$ cat src/rtl/pulse_out_fifo_pkg.sv
// Shared constants for the pulse command output path; PULSE_OUT_WIDTH must match the core's cmd_out.
package pulse_out_fifo_pkg;

    localparam int PULSE_OUT_WIDTH        = 72;
    localparam int DEFAULT_ADDR_WIDTH     = 4;
    localparam int DEFAULT_DROP_CNT_WIDTH = 16;

endpackage

$ cat src/rtl/pulse_out_fifo_if.sv
// Valid/ready handshake carrying pulse commands from the output FIFO to the signal generator.
interface pulse_out_fifo_if
    import pulse_out_fifo_pkg::*;
#(
    parameter int CMD_WIDTH = PULSE_OUT_WIDTH
) ();

    logic [CMD_WIDTH-1:0] pulse_data;
    logic                 pulse_valid;
    logic                 pulse_ready;

    modport master (
        output pulse_data,
        output pulse_valid,
        input  pulse_ready
    );

    modport slave (
        input  pulse_data,
        input  pulse_valid,
        output pulse_ready
    );

endinterface

$ cat src/rtl/pulse_fifo_mem.sv
// Simple dual-port command RAM: synchronous write, synchronous read with read enable.
module pulse_fifo_mem
    import pulse_out_fifo_pkg::*;
#(
    parameter int CMD_WIDTH  = PULSE_OUT_WIDTH,
    parameter int ADDR_WIDTH = DEFAULT_ADDR_WIDTH
) (
    input  logic                  clk,
    input  logic                  wr_en,
    input  logic [ADDR_WIDTH-1:0] wr_addr,
    input  logic [CMD_WIDTH-1:0]  wr_data,
    input  logic                  rd_en,
    input  logic [ADDR_WIDTH-1:0] rd_addr,
    output logic [CMD_WIDTH-1:0]  rd_data
);

    logic [CMD_WIDTH-1:0] mem [0:(1 << ADDR_WIDTH)-1];

    always_ff @(posedge clk) begin
        if (wr_en) begin
            mem[wr_addr] <= wr_data;
        end
        if (rd_en) begin
            rd_data <= mem[rd_addr];
        end
    end

endmodule

$ cat src/rtl/pulse_out_fifo.sv
// Elastic show-ahead FIFO between the core's pulse command output and the signal generator,
// with fill level, sticky overflow and a saturating dropped-command counter.
module pulse_out_fifo
    import pulse_out_fifo_pkg::*;
#(
    parameter int CMD_WIDTH      = PULSE_OUT_WIDTH,
    parameter int ADDR_WIDTH     = DEFAULT_ADDR_WIDTH,
    parameter int DROP_CNT_WIDTH = DEFAULT_DROP_CNT_WIDTH
) (
    input  logic                      clk,
    input  logic                      reset,
    input  logic [CMD_WIDTH-1:0]      cmd_in,
    input  logic                      cstrobe,
    pulse_out_fifo_if.master          pulse,
    output logic [ADDR_WIDTH:0]       fill_count,
    output logic                      full,
    output logic                      overflow,
    input  logic                      overflow_clear,
    output logic [DROP_CNT_WIDTH-1:0] drop_count
);

    localparam logic [ADDR_WIDTH:0] FULL_LEVEL = (ADDR_WIDTH+1)'(1 << ADDR_WIDTH);
    localparam logic [ADDR_WIDTH:0] COUNT_ONE  = (ADDR_WIDTH+1)'(1);

    logic [ADDR_WIDTH-1:0] wr_ptr;
    logic [ADDR_WIDTH-1:0] rd_ptr;
    logic [ADDR_WIDTH-1:0] rd_next;
    logic [ADDR_WIDTH:0]   count_next;
    logic                  push;
    logic                  pop;
    logic                  drop;
    logic                  load_bypass;
    logic                  load_ram;
    logic                  head_valid;
    logic                  head_from_ram;
    logic [CMD_WIDTH-1:0]  bypass_q;
    logic [CMD_WIDTH-1:0]  ram_q;

    assign full    = (fill_count == FULL_LEVEL);
    assign pop     = head_valid & pulse.pulse_ready;
    assign push    = cstrobe & (~full | pop);
    assign drop    = cstrobe & full & ~pop;
    assign rd_next = rd_ptr + ADDR_WIDTH'(1);

    // The head comes straight from cmd_in when the new command is the only entry;
    // otherwise the RAM is read one entry ahead of the departing head.
    assign load_bypass = push & ((fill_count == '0) | (pop & (fill_count == COUNT_ONE)));
    assign load_ram    = pop & (fill_count > COUNT_ONE);

    assign pulse.pulse_valid = head_valid;
    assign pulse.pulse_data  = head_from_ram ? ram_q : bypass_q;

    pulse_fifo_mem #(
        .CMD_WIDTH  (CMD_WIDTH),
        .ADDR_WIDTH (ADDR_WIDTH)
    ) u_mem (
        .clk     (clk),
        .wr_en   (push),
        .wr_addr (wr_ptr),
        .wr_data (cmd_in),
        .rd_en   (load_ram),
        .rd_addr (rd_next),
        .rd_data (ram_q)
    );

    always_comb begin
        count_next = fill_count;
        if (push && !pop) begin
            count_next = fill_count + COUNT_ONE;
        end else if (pop && !push) begin
            count_next = fill_count - COUNT_ONE;
        end
    end

    always_ff @(posedge clk or posedge reset) begin
        if (reset) begin
            wr_ptr        <= '0;
            rd_ptr        <= '0;
            fill_count    <= '0;
            head_valid    <= 1'b0;
            head_from_ram <= 1'b0;
            bypass_q      <= '0;
        end else begin
            if (push) begin
                wr_ptr <= wr_ptr + ADDR_WIDTH'(1);
            end
            if (pop) begin
                rd_ptr <= rd_next;
            end
            fill_count <= count_next;
            head_valid <= (count_next != '0);
            if (load_bypass) begin
                bypass_q      <= cmd_in;
                head_from_ram <= 1'b0;
            end else if (load_ram) begin
                head_from_ram <= 1'b1;
            end
        end
    end

    // A drop in the same cycle as a clear restarts the count at one rather than zero.
    always_ff @(posedge clk or posedge reset) begin
        if (reset) begin
            overflow   <= 1'b0;
            drop_count <= '0;
        end else if (drop) begin
            overflow <= 1'b1;
            if (overflow_clear) begin
                drop_count <= DROP_CNT_WIDTH'(1);
            end else if (drop_count != '1) begin
                drop_count <= drop_count + DROP_CNT_WIDTH'(1);
            end
        end else if (overflow_clear) begin
            overflow   <= 1'b0;
            drop_count <= '0;
        end
    end

endmodule

$ cat src/flat_wrapper.sv
// flat-port wrapper written by rule: the top's interface ports become plain ports
module pulse_out_fifo_flat import pulse_out_fifo_pkg::*;
#(
    parameter int CMD_WIDTH      = PULSE_OUT_WIDTH,
    parameter int ADDR_WIDTH     = DEFAULT_ADDR_WIDTH,
    parameter int DROP_CNT_WIDTH = DEFAULT_DROP_CNT_WIDTH
)
  (clk, reset, cmd_in, cstrobe, fill_count, full, overflow, overflow_clear, drop_count, pulse_pulse_data, pulse_pulse_valid, pulse_pulse_ready);
  pulse_out_fifo_if #(.CMD_WIDTH(CMD_WIDTH)) pulse_i ();
  input  logic clk;
  input  logic reset;
  input  logic [CMD_WIDTH-1:0] cmd_in;
  input  logic cstrobe;
  output logic [ADDR_WIDTH:0] fill_count;
  output logic full;
  output logic overflow;
  input  logic overflow_clear;
  output logic [DROP_CNT_WIDTH-1:0] drop_count;
  output wire logic [$bits(pulse_i.pulse_data)-1:0] pulse_pulse_data;
  output wire logic [$bits(pulse_i.pulse_valid)-1:0] pulse_pulse_valid;
  input wire logic [$bits(pulse_i.pulse_ready)-1:0] pulse_pulse_ready;
  assign pulse_pulse_data = pulse_i.pulse_data;
  assign pulse_pulse_valid = pulse_i.pulse_valid;
  assign pulse_i.pulse_ready = pulse_pulse_ready;
  pulse_out_fifo #(.CMD_WIDTH(CMD_WIDTH), .ADDR_WIDTH(ADDR_WIDTH), .DROP_CNT_WIDTH(DROP_CNT_WIDTH)) u_core (.clk(clk), .reset(reset), .cmd_in(cmd_in), .cstrobe(cstrobe), .pulse(pulse_i), .fill_count(fill_count), .full(full), .overflow(overflow), .overflow_clear(overflow_clear), .drop_count(drop_count));
endmodule
$ cat config.mk
export PLATFORM = sky130hd
export DESIGN_NAME = pulse_out_fifo_flat
export DESIGN_NICKNAME = d
export VERILOG_FILES = /design/src/rtl/pulse_out_fifo_pkg.sv /design/src/rtl/pulse_out_fifo_if.sv /design/src/rtl/pulse_fifo_mem.sv /design/src/rtl/pulse_out_fifo.sv /design/src/flat_wrapper.sv
export SDC_FILE = /design/constraint.sdc
export NUM_CORES = 2
export LEC_CHECK = 0
export BUFFER_PORTS_ARGS = -buffer_cell sky130_fd_sc_hd__buf_2
export CAP_MARGIN = 25
export CELL_PAD_IN_SITES_DETAIL_PLACEMENT = 2
export CELL_PAD_IN_SITES_GLOBAL_PLACEMENT = 2
export CORE_MARGIN = 2
export CORE_UTILIZATION = 50
export DETAILED_ROUTE_END_ITERATION = 7
export PLACE_DENSITY_LB_ADDON = 0.15
export SYNTH_ARGS = -nofsm -noshare
export SYNTH_HDL_FRONTEND = slang
export SYNTH_SLANG_ARGS = --single-unit
$ cat constraint.sdc
create_clock -name clk -period 14.4 [get_ports clk]
set_input_delay 2.16 -clock clk [delete_from_list [all_inputs] [get_ports clk]]
set_output_delay 2.16 -clock clk [all_outputs]
set_load 0.01 [all_outputs]
==> out/metrics.yaml <==
die:
  die_area_mm2: 0.104
  initial_core_util: 0.505
  ios: 173
  die_x_um: 322
  rows: 116
  die_height_um: 322
  core_mm2: 0.100
power:
  swShare: 0.314
  p_clk_frac: 0.281
  peakVddDrop_mv: 0.247
  sequentialPowerShare: 0.398
  cellInternalPower_w: 0.00906
  p_leak_nw: 19.0
  power_density_mw_per_mm2: 227
  p_sw_w: 0.00415
  p_comb_frac: 0.322
outcome:
  status: "completed"
layout:
  area_growth_pct: 14.9
  fin_cells: 3847
  drive_above_1_share: 0.368
  fin_area_mm2: 0.0581
  layout.nets: 2455
critical_path:
  r2r_cells: 6
  rrSetupSlack_ps: 9610
  crit_path_max_incr_delay_ps: 810
  cp_max_fo: 48
  startpoint: "u_core.head_from_ram"
  slowest_stage: "buf_4"
  rr_startpoint: "u_core.rd_ptr[0]"
  startpoint_type: "flop"
  critPathCaptureType: "primary output"
  cp.arrival_ps: 3070
  worstSetupPathType: "flop to primary output"
  required_ps: 12240
  worstPathCellList: "buf_4, mux2_2, buf_2"
clocking:
  postCtsSetupBuffers: 0
  cts.sinks: 1328
  numCtsBuffers: 141
  cts-hold-fix-buffers: 0
  clk_path_buf_depth: 3
  cts_tree: "yes"
  cts-htree-levels: 4
  cts_resized: 0
  cts-root-buf: "clkbuf_16"
  clk_latency_ps: 780
  clk_pin_slew_ps: 60
sta:
  setup_violations: 0
  fin_crit_ps: 5230
  finalSetupTns_ps: 0
  relSlewSlack: 0.268
  rsz0062_at_grt: "false"
  skew_ps: 48.5
  max_freq_ghz: 0.191
  min_period_over_period: 0.363
  slew_viol_final: 0
  tightest_slew_ps: 1100
  hold_viol: 0
routing:
  first_pass_iters: 5
  num_vias: 24600
  detail_route.wl_per_cell_um: 39.5
  ant_nets: 0
  drtIter0Drc: 2894
  wirelength_mm: 152
  vias_per_cell: 6.40
  drc: 0
grt:
  grt_pass1_wl_mm: 208
  track_usage: 0.290
  grt_pass1_vias: 26800
  antenna_found_initial: 8
  grt_max_degree: 152
  grt-ovfl-total: 0
run:
  maxCapViolCount: 0
yosys:
  yosys.area.top_type: "edfxtp_1"
  synth_ff_type: "edfxtp_1"
  syn_area_mm2: 0.0506
  synth_top_area_frac: 0.726
  synth_nets: 2181
  syn_avg_cell_area_um2: 24.2
  synth_area_leaders: "edfxtp_1 (73%), mux4_2 (16%), dfrtp_1 (5.1%)"
  synth-edff-count: 1224
  synthCells: 2094
  ys_ff_latch: 1328
  async_flop_share: 0.0783
  synth_common_cells: "edfxtp_1 (1224), mux4_2 (360), dfrtp_1 (104), mux2_2 (103), buf_2 (45)"
  ys_seq_area_frac: 0.778
  yosysUniqueCellTypes: 43
  yosysWarnings: 0
  yosysMostFrequentCell: "edfxtp_1"
worst_hold_path:
  hold_depth: 1
  worst_hold_startpoint: "u_core.bypass_q[23]"
  hold_path.class: "flop to flop"
placed_design:
  gp_congestion: 0.738
  dpl_cell_area_mm2: 0.0532
  io_buffers: 172
  dp.cells: 3568
  dp_hpwl_mm: 77.7
-- critical path, delay by kind of cell, from the launching register on --
kind	cells	cell delay (ps)
buffers and inverters	2	970
multiplexers	1	450
flip-flops	1	720
-- power groups by stage --
| stage | Combinational [W] | Clock, W | Sequential, W |
|---|---|---|---|
| 2_1_floorplan | 0.00288 | 0 | 0.00514 |
| 3_3_place_gp | 0.00397 | 0 | 0.00522 |
| 3_5_place_dp | 0.00418 | 0 | 0.00530 |
| 4_1_cts | 0.00424 | 0.00372 | 0.00525 |
| 5_1_grt | 0.00447 | 0.00388 | 0.00529 |
| 6_report | 0.00425 | 0.00371 | 0.00525 |
-- sequential cells by signal, summed over array words and instances (netlist names) --
name	flops
u_core.bypass_q	72
u_core.drop_count	16
u_core.rd_ptr	4
u_core.fill_count	5
u_core.u_mem.mem	1152
u_core.overflow	1
u_core.u_mem.rd_data	72
u_core.pulse.pulse_valid	1
u_core.head_from_ram	1
u_core.wr_ptr	4
-- through the flow --
step | hold WS (ps) | worst slack [ps] | util | total power, W
5_1_grt | 505 | 9120 | 0.580 | 0.0136
2_1_floorplan | 454 | 5970 | - | 0.00801
4_1_cts | 488 | 8640 | 0.576 | 0.0132
3_5_place_dp | 475 | 7890 | 0.531 | 0.00948
3_3_place_gp | 463 | 8290 | 0.530 | 0.00918
6_report | 482 | 9170 | 0.580 | 0.0132
-- worst paths after layout --
kind                                            end
setup / recovery               pulse_pulse_data[68]
hold / removal                  u_core.bypass_q[23]
setup reg to reg           u_core.u_mem.rd_data[31]
hold reg to reg                 u_core.bypass_q[23]
max in group asynchronous          u_core.rd_ptr[0]
min in group asynchronous        u_core.bypass_q[2]
-- cell type report --
type / count / area (µm²)
Antenna cell: 2 / 5.00
Inverter: 10 / 42.5
Fill cell: 8019 / 42100
Tap cell: 1357 / 1700
Timing Repair Buffer: 231 / 1580
Sequential cell: 1328 / 39400
Clock inverter: 36 / 345
Multi-Input combinational cell: 656 / 10900
Clock buffer: 227 / 4250
-- placed cells by master, fill, tap and decap left out, types with 13 or more instances in the layout --
| master | n |
|---|---|
| clkbuf_16 | 152 |
| nand2_1 | 19 |
| buf_4 | 43 |
| dfrtp_1 | 102 |
| nor2_1 | 18 |
| clkbuf_1 | 59 |
| xnor2_1 | 21 |
| mux4_2 | 360 |
| nor2_4 | 13 |
| edfxtp_1 | 1224 |
| clkinv_2 | 14 |
| buf_2 | 172 |
| clkbuf_8 | 16 |
| mux2_1 | 41 |
| mux2_2 | 103 |
-- per-layer routing --
metal,wire (µm),GRT usage
met1,59800,0.376
met4,3600,0.0856
met2,80500,0.507
met3,7810,0.0491
met5,23,0
-- kinds of logic after synthesis --
group / Yosys count / share of synthesized area
DFF: 1328 / 0.778
buffers and inverters: 110 / 0.0109
xor gates and xnor gates: 25 / 0.00447
adders and majority gates: 10 / 0.00247
and+or+nand+nor: 98 / 0.00974
AOI/OAI and AO/OA: 18 / 0.00240
muxes: 505 / 0.192
No activity file was read; power rests on OpenSTA's default activity.
